<file path="config.mk">
export PLATFORM = sky130hd
export DESIGN_NAME = q_measure_seq_flat
export DESIGN_NICKNAME = d
export VERILOG_FILES = /design/src/rtl/q_measure_seq_if.sv /design/src/rtl/q_measure_seq.sv /design/src/flat_wrapper.sv
export SDC_FILE = /design/constraint.sdc
export NUM_CORES = 1
export LEC_CHECK = 0
export CAP_MARGIN = 20
export CORE_MARGIN = 3
export CORE_UTILIZATION = 40
export CTS_CLUSTER_SIZE = 16
export DETAILED_ROUTE_END_ITERATION = 10
export PLACE_DENSITY = 0.7
export SYNTH_ARGS = -nofsm -noshare
export SYNTH_HDL_FRONTEND = slang
export SYNTH_SLANG_ARGS = --single-unit
</file>
<file path="constraint.sdc">
create_clock -name clk -period 5.6 [get_ports clk]
set_input_delay 1.12 -clock clk [delete_from_list [all_inputs] [get_ports clk]]
set_output_delay 1.12 -clock clk [all_outputs]
set_load 0.01 [all_outputs]
</file>
<file path="src/rtl/q_measure_seq_if.sv">
// Measurement bus between the bisection controller/ADC/DAC and q_measure_seq.
// Carries the request handshake, DAC latch, ADC conversion handshake and result strobe.
// Modports: master = controller + analog front-end side, slave = q_measure_seq.
interface q_measure_seq_if #(
    parameter int WIDTH = 10
);
    logic             req_valid;
    logic             req_ready;
    logic [WIDTH-1:0] i_ref;
    logic [WIDTH-1:0] dac_code;
    logic             dac_load;
    logic             adc_start;
    logic             adc_done;
    logic [WIDTH-1:0] adc_data;
    logic             meas_valid;
    logic [WIDTH-1:0] meas_q;
    logic             meas_timeout;

    modport master (
        output req_valid, i_ref, adc_done, adc_data,
        input  req_ready, dac_code, dac_load, adc_start, meas_valid, meas_q, meas_timeout
    );

    modport slave (
        input  req_valid, i_ref, adc_done, adc_data,
        output req_ready, dac_code, dac_load, adc_start, meas_valid, meas_q, meas_timeout
    );
endinterface

</file>
<file path="src/rtl/q_measure_seq.sv">
// Purpose: load i_ref into the DAC, wait SETTLE_CYCLES, run ADC conversion(s), return meas_q.
// Latency: meas_valid in cycle S+2+2N after the handshake (more if the ADC is slow or times out).
// Backpressure: req_ready only in IDLE; requests are not queued, requester holds req_valid.
//
// Ports: clk, rst_n (async active-low), bus (q_measure_seq_if.slave): request handshake
// (req_valid/req_ready/i_ref), DAC (dac_code/dac_load), ADC (adc_start/adc_done/adc_data),
// result (meas_valid/meas_q/meas_timeout).
// Build option: define Q_AVG_EN to average 2**AVG_LOG2 samples per request; otherwise one sample.
module q_measure_seq #(
    parameter int WIDTH         = 10,
    parameter int SETTLE_CYCLES = 16,
    parameter int AVG_LOG2      = 2,
    parameter int TIMEOUT       = 255
) (
    input  logic                 clk,
    input  logic                 rst_n,
    q_measure_seq_if.slave       bus
);

`ifdef Q_AVG_EN
    localparam int AVG_SH = AVG_LOG2;
`else
    // Single-sample build: no averaging shift, accumulator is just WIDTH bits.
    localparam int AVG_SH = AVG_LOG2 - AVG_LOG2;
`endif
    localparam int ACC_W    = WIDTH + AVG_SH;
    localparam int NSAMP    = 1 << AVG_SH;
    localparam int SMP_W    = AVG_SH + 1;
    localparam int SET_W    = (SETTLE_CYCLES > 1) ? $clog2(SETTLE_CYCLES) : 1;
    localparam int SET_LAST = (SETTLE_CYCLES > 0) ? SETTLE_CYCLES - 1 : 0;
    localparam int TO_W     = $clog2(TIMEOUT + 1);

    typedef enum logic [2:0] {
        S_IDLE,
        S_LOAD,
        S_SETTLE,
        S_START,
        S_WAIT,
        S_DONE
    } state_t;

    state_t             state_q, state_d;
    logic [WIDTH-1:0]   dac_code_q, dac_code_d;
    logic [WIDTH-1:0]   meas_q_q, meas_q_d;
    logic               meas_to_q, meas_to_d;
    logic [ACC_W-1:0]   acc_q, acc_d;
    logic [SMP_W-1:0]   smp_q, smp_d;
    logic [SET_W-1:0]   set_q, set_d;
    logic [TO_W-1:0]    to_q, to_d;

    always_ff @(posedge clk or negedge rst_n) begin
        if (!rst_n) begin
            state_q    <= S_IDLE;
            dac_code_q <= '0;
            meas_q_q   <= '0;
            meas_to_q  <= 1'b0;
            acc_q      <= '0;
            smp_q      <= '0;
            set_q      <= '0;
            to_q       <= '0;
        end else begin
            state_q    <= state_d;
            dac_code_q <= dac_code_d;
            meas_q_q   <= meas_q_d;
            meas_to_q  <= meas_to_d;
            acc_q      <= acc_d;
            smp_q      <= smp_d;
            set_q      <= set_d;
            to_q       <= to_d;
        end
    end

    always_comb begin
        state_d    = state_q;
        dac_code_d = dac_code_q;
        meas_q_d   = meas_q_q;
        meas_to_d  = meas_to_q;
        acc_d      = acc_q;
        smp_d      = smp_q;
        set_d      = set_q;
        to_d       = to_q;

        unique case (state_q)
            S_IDLE: begin
                if (bus.req_valid) begin
                    dac_code_d = bus.i_ref;
                    acc_d      = '0;
                    smp_d      = '0;
                    to_d       = '0;
                    set_d      = '0;
                    state_d    = S_LOAD;
                end
            end
            S_LOAD: begin
                set_d   = '0;
                state_d = (SETTLE_CYCLES == 0) ? S_START : S_SETTLE;
            end
            S_SETTLE: begin
                if (set_q == SET_W'(SET_LAST)) begin
                    state_d = S_START;
                end else begin
                    set_d = set_q + 1'b1;
                end
            end
            S_START: begin
                to_d    = '0;
                state_d = S_WAIT;
            end
            S_WAIT: begin
                if (bus.adc_done) begin
                    acc_d = acc_q + ACC_W'(bus.adc_data);
                    smp_d = smp_q + 1'b1;
                    if (smp_q == SMP_W'(NSAMP - 1)) begin
                        // Result is registered on entry to DONE so it is already
                        // stable while meas_valid is high.
                        meas_q_d  = WIDTH'(acc_d >> AVG_SH);
                        meas_to_d = 1'b0;
                        state_d   = S_DONE;
                    end else begin
                        state_d = S_START;
                    end
                end else begin
                    to_d = to_q + 1'b1;
                    if (to_d == TO_W'(TIMEOUT)) begin
                        // Remaining samples are abandoned; report a zero result.
                        meas_q_d  = '0;
                        meas_to_d = 1'b1;
                        state_d   = S_DONE;
                    end
                end
            end
            S_DONE: begin
                state_d = S_IDLE;
            end
            default: begin
                state_d = S_IDLE;
            end
        endcase
    end

    assign bus.req_ready    = (state_q == S_IDLE);
    assign bus.dac_load     = (state_q == S_LOAD);
    assign bus.adc_start    = (state_q == S_START);
    assign bus.meas_valid   = (state_q == S_DONE);
    assign bus.dac_code     = dac_code_q;
    assign bus.meas_q       = meas_q_q;
    assign bus.meas_timeout = meas_to_q;

endmodule

</file>
<file path="src/flat_wrapper.sv">
// flat-port wrapper written by rule: the top's interface ports become plain ports
module q_measure_seq_flat 
#(
    parameter int WIDTH         = 10,
    parameter int SETTLE_CYCLES = 16,
    parameter int AVG_LOG2      = 2,
    parameter int TIMEOUT       = 255
)
  (clk, rst_n, bus_req_valid, bus_i_ref, bus_adc_done, bus_adc_data, bus_req_ready, bus_dac_code, bus_dac_load, bus_adc_start, bus_meas_valid, bus_meas_q, bus_meas_timeout);
  q_measure_seq_if #(.WIDTH(WIDTH)) bus_i ();
  input  logic clk;
  input  logic rst_n;
  input wire logic [$bits(bus_i.req_valid)-1:0] bus_req_valid;
  input wire logic [$bits(bus_i.i_ref)-1:0] bus_i_ref;
  input wire logic [$bits(bus_i.adc_done)-1:0] bus_adc_done;
  input wire logic [$bits(bus_i.adc_data)-1:0] bus_adc_data;
  output wire logic [$bits(bus_i.req_ready)-1:0] bus_req_ready;
  output wire logic [$bits(bus_i.dac_code)-1:0] bus_dac_code;
  output wire logic [$bits(bus_i.dac_load)-1:0] bus_dac_load;
  output wire logic [$bits(bus_i.adc_start)-1:0] bus_adc_start;
  output wire logic [$bits(bus_i.meas_valid)-1:0] bus_meas_valid;
  output wire logic [$bits(bus_i.meas_q)-1:0] bus_meas_q;
  output wire logic [$bits(bus_i.meas_timeout)-1:0] bus_meas_timeout;
  assign bus_i.req_valid = bus_req_valid;
  assign bus_i.i_ref = bus_i_ref;
  assign bus_i.adc_done = bus_adc_done;
  assign bus_i.adc_data = bus_adc_data;
  assign bus_req_ready = bus_i.req_ready;
  assign bus_dac_code = bus_i.dac_code;
  assign bus_dac_load = bus_i.dac_load;
  assign bus_adc_start = bus_i.adc_start;
  assign bus_meas_valid = bus_i.meas_valid;
  assign bus_meas_q = bus_i.meas_q;
  assign bus_meas_timeout = bus_i.meas_timeout;
  q_measure_seq #(.WIDTH(WIDTH), .SETTLE_CYCLES(SETTLE_CYCLES), .AVG_LOG2(AVG_LOG2), .TIMEOUT(TIMEOUT)) u_core (.clk(clk), .rst_n(rst_n), .bus(bus_i));
endmodule
</file>
==> flow_summary.yaml, run 1 <==
setup_path:
  slowest_stage: "clkdlybuf4s50_1"
  r2r_start: "u_core.state_q[2]"
  cp_max_fo: 3
  reg2reg_slack_ps: 3290
  path_cells: "clkdlybuf4s50_1 -> ha_1 -> a211o_1 -> a2111oi_2 -> or2_1 -> o211ai_2 -> xor2_1 -> a22o_1"
  cp-start-kind: "input port"
  slowest_delay_ps: 430
  crit_required_ps: 5790
  arrival_ps: 3290
  criticalPathCategory: "in -> reg"
  reg2reg_depth: 5
  cp-end-kind: "flip-flop"
  timing.rr.end: "u_core.bus.meas_q[3]"
detailed_routing:
  dr.pass1.iters: 4
  drc: 0
  vias: 1979
  detail_route.iter0.violations: 68
  m1WireLength_um: 2620
  vias_per_cell: 5.47
  post_drt_wl_per_cell_um: 14.5
  wirelength_um: 5240
  dr.max_layer_used: "met4"
  wl_met2_um: 2260
  ant_nets: 0
  met3_length_um: 312
final_layout:
  drive_gt1_share_pct: 9.76
  nets: 323
  area_growth_pct: 26.6
  fin_cells: 362
  postLayoutCoreUtil_pct: 53.1
  antennaDiodeCount: 0
  layout_common_cells: "47 x clkdlybuf4s50_1, 47 x dfrtp_1, 22 x o21ai_0"
worst_hold_path:
  hold_class: "reg -> reg"
  hold_end: "u_core.to_q[7]"
  hold_depth: 1
  worstHoldStart: "u_core.to_q[7]"
pwr:
  p_per_area_mw_per_mm2: 505
  leakage_nw: 1.40
  ir_drop_v: 0.000285
clocking:
  worstSkewPairLatency_ps: 300
  cts_setup_buffers: 0
  post_cts_resized: 0
  cts_sinks: 47
  clk_pin_slew_ps: 90
  cts.root.buffer_cell: "clkbuf_8"
  cts_made_buffers: 5
  cts_tree: "done"
  h-tree-depth: 2
  clock_path_buffers: 2
  cts_hold_buf: 0
placement:
  dp_hpwl_um: 3630
  dp.cells: 353
  portBuffers: 48
  place.gp.congestion: 0.770
global_routing:
  antenna_found_initial: 0
  track_usage_pct: 15.4
  grt_pass1_wl_um: 9130
  gr-total-overflow: 0
  grt_pass1_vias: 1899
  grt_max_degree: 48
floorplan:
  num_rows: 28
  core_region_area_mm2: 0.00599
  pin_count: 49
  die_x_um: 85.2
  initial_core_util_pct: 41.9
  dieArea_mm2: 0.00727
  die_h_um: 85.2
outcome:
  status: "completed"
sta:
  maxSlewHeadroom_pct: 39.8
  finalHoldViolCount: 0
  timing.fmax_mhz: 323
  slew_violations: 0
  setup_violations: 0
  skew_ps: 3.75
  layout_min_cycle_time_ps: 3090
  setup_tns_ps: 0
  rsz0062_at_grt: "false"
  fin_crit_sh_pct: 55.2
  tightest_slew_ps: 896
synthesis:
  synth_seq_cells: 47
  syn-num-nets: 276
  yosysWarnings: 0
  synthesis.area_mm2: 0.00251
  post-synth-top-area-cell: "dfrtp_1"
  synth_area_leaders: "dfrtp_1 47%, ha_1 6.0%, a22o_1 5.9%, mux2_2 4.5%, o21ai_0 4.4%"
  seq_area_frac_synth_pct: 46.8
  syn-instance-count: 239
  yosysUniqueCellTypes: 50
  syn_avg_cell_area_um2: 10.5
  synth_top_area_share_pct: 46.8
flow_run:
  drv_cap: 0
==> power by group <==
group | internal (mW) | total (mW) | switching, mW
registers | 0.473 | 0.586 | 0.113
clock network | 0.133 | 0.254 | 0.120
logic | 0.414 | 0.767 | 0.353
total | 1.02 | 1.61 | 0.586
==> per-stage QoR <==
| step | instance area, µm² | hold slack [ps] | total power, mW | setup WS (ps) |
|---|---|---|---|---|
| floorplan | 2510 | 438 | 1.07 | 2820 |
| global placement | 3040 | 457 | 1.35 | 2300 |
| detailed placement | 3040 | 464 | 1.36 | 2210 |
| CTS | 3150 | 490 | 1.62 | 2530 |
| global route | 3180 | 512 | 1.74 | 2400 |
| finish | 3180 | 488 | 1.61 | 2510 |
==> final cells by class <==
cell class / count / area (µm²)
inverters: 10 / 37.5
clock inverters: 3 / 43.8
flip-flops and latches: 47 / 1180
clock buffers: 5 / 68.8
fillers: 533 / 2810
well taps: 75 / 93.8
multi-input cells: 172 / 1250
repair buffers: 50 / 510
==> sequential cells by signal, indices dropped and copies added (netlist names) <==
register	cells
u_core.to_q	8
u_core.bus.dac_code	10
u_core.bus.meas_timeout	1
u_core.smp_q	1
u_core.acc_q	10
u_core.set_q	4
u_core.bus.meas_q	10
u_core.state_q	3
==> cell usage after synthesis (all sizes together) <==
library cell  number
xor2               4
a21boi             1
o21ai             23
a31oi              1
nand3             10
nand2             14
dfrtp             47
mux2              10
a311oi             1
o41ai              1
nor4               2
a22o              18
or3b               1
and3               5
fa                 1
and4b              2
nor2              14
nand2b             3
a2111oi            1
a21o               4
o31ai              5
nor3b              2
and2b              1
inv               10
a2bb2oi            1
o211ai             2
or2                1
ha                12
and3b              1
o21bai             4
o21a               5
a211o              1
o31a               1
xnor2              4
buf                7
a211oi             1
clkbuf             3
a22oi              1
nor2b              2
nand4              1
a21oi              7
nor3               4
==> per-layer routing <==
| metal | GRT usage, % | vias to the layer above |
|---|---|---|
| met1 | 22.3 | 945 |
| met2 | 23.4 | 52 |
| met5 | 0 | - |
| met4 | 4.46 | 0 |
| met3 | 3.20 | 5 |
| li1 | - | 977 |
==> critical path: cells and delay by family <==
kind	cells	cell delay (ps)
XOR/XNOR	1	160
buffers and inverters	1	430
AND/OR/NAND/NOR	1	200
adder cells (fa/ha/maj)	1	320
AO/OA/AOI/OAI	4	1050
==> how the worst max path moves through the flow <==
stage	end	slack [ps]	start
2_1_floorplan	u_core.bus.meas_q[9]	2820	bus_adc_data[1]
3_3_place_gp	u_core.bus.meas_q[9]	2300	bus_adc_data[1]
3_5_place_dp	u_core.bus.meas_q[9]	2210	bus_adc_data[1]
4_1_cts	u_core.bus.meas_q[9]	2530	bus_adc_data[1]
5_1_grt	u_core.bus.meas_q[9]	2400	bus_adc_data[1]
6_report	u_core.bus.meas_q[9]	2510	bus_adc_data[1]
==> kinds of logic after synthesis <==
logic type               count (synthesis)  share of synthesized area [%]
AO/OA/AOI/OAI                           78                           22.0
AND/OR/NAND/NOR                         63                           13.7
flip-flops                              47                           46.8
buffers and inverters                   20                           3.44
adder cells (fa/ha/maj)                 13                           6.78
multiplexers                            10                           4.48
XOR/XNOR                                 8                           2.79
(Power assumes the default switching activity.)
==> run 2: changes to the inputs <==
Settings changed: PLACE_DENSITY 0.7 to 0.73.
Clock period 5.6 ns to 2.8 ns, I/O delays scaled along.
==> flow_summary.yaml, run 2 (synthesized netlist as in run 1, its figures left out) <==
outcome:
  status: "completed"
setup_path:
  arrival_ps: 2670
  reg2reg_slack_ps: 660
  cp_max_fo: 3
  criticalPathCategory: "in -> reg"
  timing.rr.end: "u_core.bus.meas_q[9]"
  crit_end: "u_core.bus.meas_q[9]"
  crit_start: "bus_adc_data[1]"
  path_cells: "clkdlybuf4s50_1 -> ha_1 -> a211o_1 -> a2111oi_2 -> or2_1 -> o211ai_2 -> xor2_1 -> a22o_1"
  slowest_delay_ps: 450
  path_buf_inv: 1
  reg2reg_depth: 7
  cp-end-kind: "flip-flop"
  r2r_start: "u_core.acc_q[1]"
  crit_cells: 8
  crit_required_ps: 2990
  cp-start-kind: "input port"
  slowest_stage: "clkdlybuf4s50_1"
  cp_top_family: "compound AO/OA/AOI/OAI gates"
pwr:
  leakage_nw: 1.39
  p_per_area_mw_per_mm2: 984
  finalPower_mw: 3.10
  ir_drop_v: 0.000537
global_routing:
  gr-total-overflow: 0
  antenna_found_initial: 0
  grt_pass1_vias: 2005
  grt_max_degree: 31
  track_usage_pct: 15.4
  grt_pass1_wl_um: 9250
clocking:
  cts_setup_buffers: 0
  cts.root.buffer_cell: "clkbuf_8"
  clock_path_buffers: 2
  cts_hold_buf: 0
  cts_sinks: 47
  h-tree-depth: 2
  worstSkewPairLatency_ps: 290
  cts_made_buffers: 5
  post_cts_resized: 0
  clk_pin_slew_ps: 90
  cts_tree: "done"
floorplan:
  die_h_um: 85.2
  num_rows: 28
  die_x_um: 85.2
  initial_core_util_pct: 41.9
  core_region_area_mm2: 0.00599
  pin_count: 49
  dieArea_mm2: 0.00727
detailed_routing:
  post_drt_wl_per_cell_um: 14.1
  drc: 0
  wirelength_um: 5160
  vias: 1956
  vias_per_cell: 5.36
  detail_route.iter0.violations: 70
  dr.pass1.iters: 4
  ant_nets: 0
final_layout:
  antennaDiodeCount: 0
  nets: 326
  n_fill_cell: 527
  multiInputGateArea_mm2: 0.00125
  regArea_mm2: 0.00118
  area_growth_pct: 25.6
  drive_gt1_share_pct: 10.3
  layout_common_cells: "47 x clkdlybuf4s50_1, 47 x dfrtp_1, 22 x o21ai_0"
sta:
  finalHoldViolCount: 0
  setup_tns_ps: 0
  skew_ps: 7.02
  fin_crit_sh_pct: 88.5
  slew_violations: 0
  setup_violations: 0
  layout_min_cycle_time_ps: 2480
  maxSlewHeadroom_pct: 47.1
  tightest_slew_ps: 791
  rsz0062_at_grt: "false"
  timing.fmax_mhz: 403
flow_run:
  drv_cap: 0
worst_hold_path:
  hold_class: "in -> async"
placement:
  dp_hpwl_um: 3710
  portBuffers: 48
  place.gp.congestion: 0.802
[run 2: report_power, final]
| group | internal, mW | leakage, nW | switching, mW |
|---|---|---|---|
| clock network | 0.175 | 0.0412 | 0.221 |
| logic | 0.834 | 0.742 | 0.699 |
| registers | 0.946 | 0.609 | 0.230 |
[run 2: how the worst min path moves through the flow]
stage / from / to / cells past startpoint
after CTS: rst_n / u_core.bus.dac_code[6] / 1
after detailed placement: u_core.to_q[7] / u_core.to_q[7] / 1
final: rst_n / u_core.bus.dac_code[0] / 1
after floorplan: rst_n / u_core.acc_q[0] / 0
after global routing: rst_n / u_core.set_q[0] / 1
after global placement: u_core.to_q[7] / u_core.to_q[7] / 1
[run 2: cell type report]
type	instances	area share (%)
repair buffers	53	16.3
clock buffers	6	2.30
clock inverters	2	0.397
well taps	75	2.98
inverters	10	1.19
flip-flops and latches	47	37.3
multi-input cells	172	39.6
[run 2: stage by stage]
stage	worst slack (ps)	cell area, µm²	hold slack [ps]	instances	utilization, %
global route	217	3150	197	365	52.7
finish	321	3150	174	365	52.7
CTS	329	3150	182	365	52.7
floorplan	582	2510	264	239	-
global placement	41.8	3070	461	357	51.2
detailed placement	12.4	3070	475	357	51.2
[run 2: per-layer routing]
metal  global-route usage [%]  wire (µm)  up-vias  share of wire (%)
met5                        0          0        -                  0
met1                     22.2       2550      924                 49
met3                     3.40        285        4                5.5
met4                     3.31         27        0               0.52
li1                         -          -      977                  -
met2                     24.0       2300       51                 45
==> run 3: changes to the inputs <==
--- a/config.mk
+++ b/config.mk
@@ -6,5 +6,5 @@
 export NUM_CORES = 1
 export LEC_CHECK = 0
-export CAP_MARGIN = 20
+export ABC_CLOCK_PERIOD_IN_PS = 2800
 export CORE_MARGIN = 3
 export CORE_UTILIZATION = 40
==> constraint.sdc (replaced) <==
create_clock -name clk -period 2.8 [get_ports clk]
set_input_delay 0.56 -clock clk [delete_from_list [all_inputs] [get_ports clk]]
set_output_delay 0.56 -clock clk [all_outputs]
set_load 0.005 [all_outputs]
==> results of run 3 <==
Same layout as run 2 (identical final DEF). Status: completed.
Among the figures that moved: total power 3.10 mW -> 3.03 mW; worst IR drop on VDD 0.000537 V -> 0.000517 V
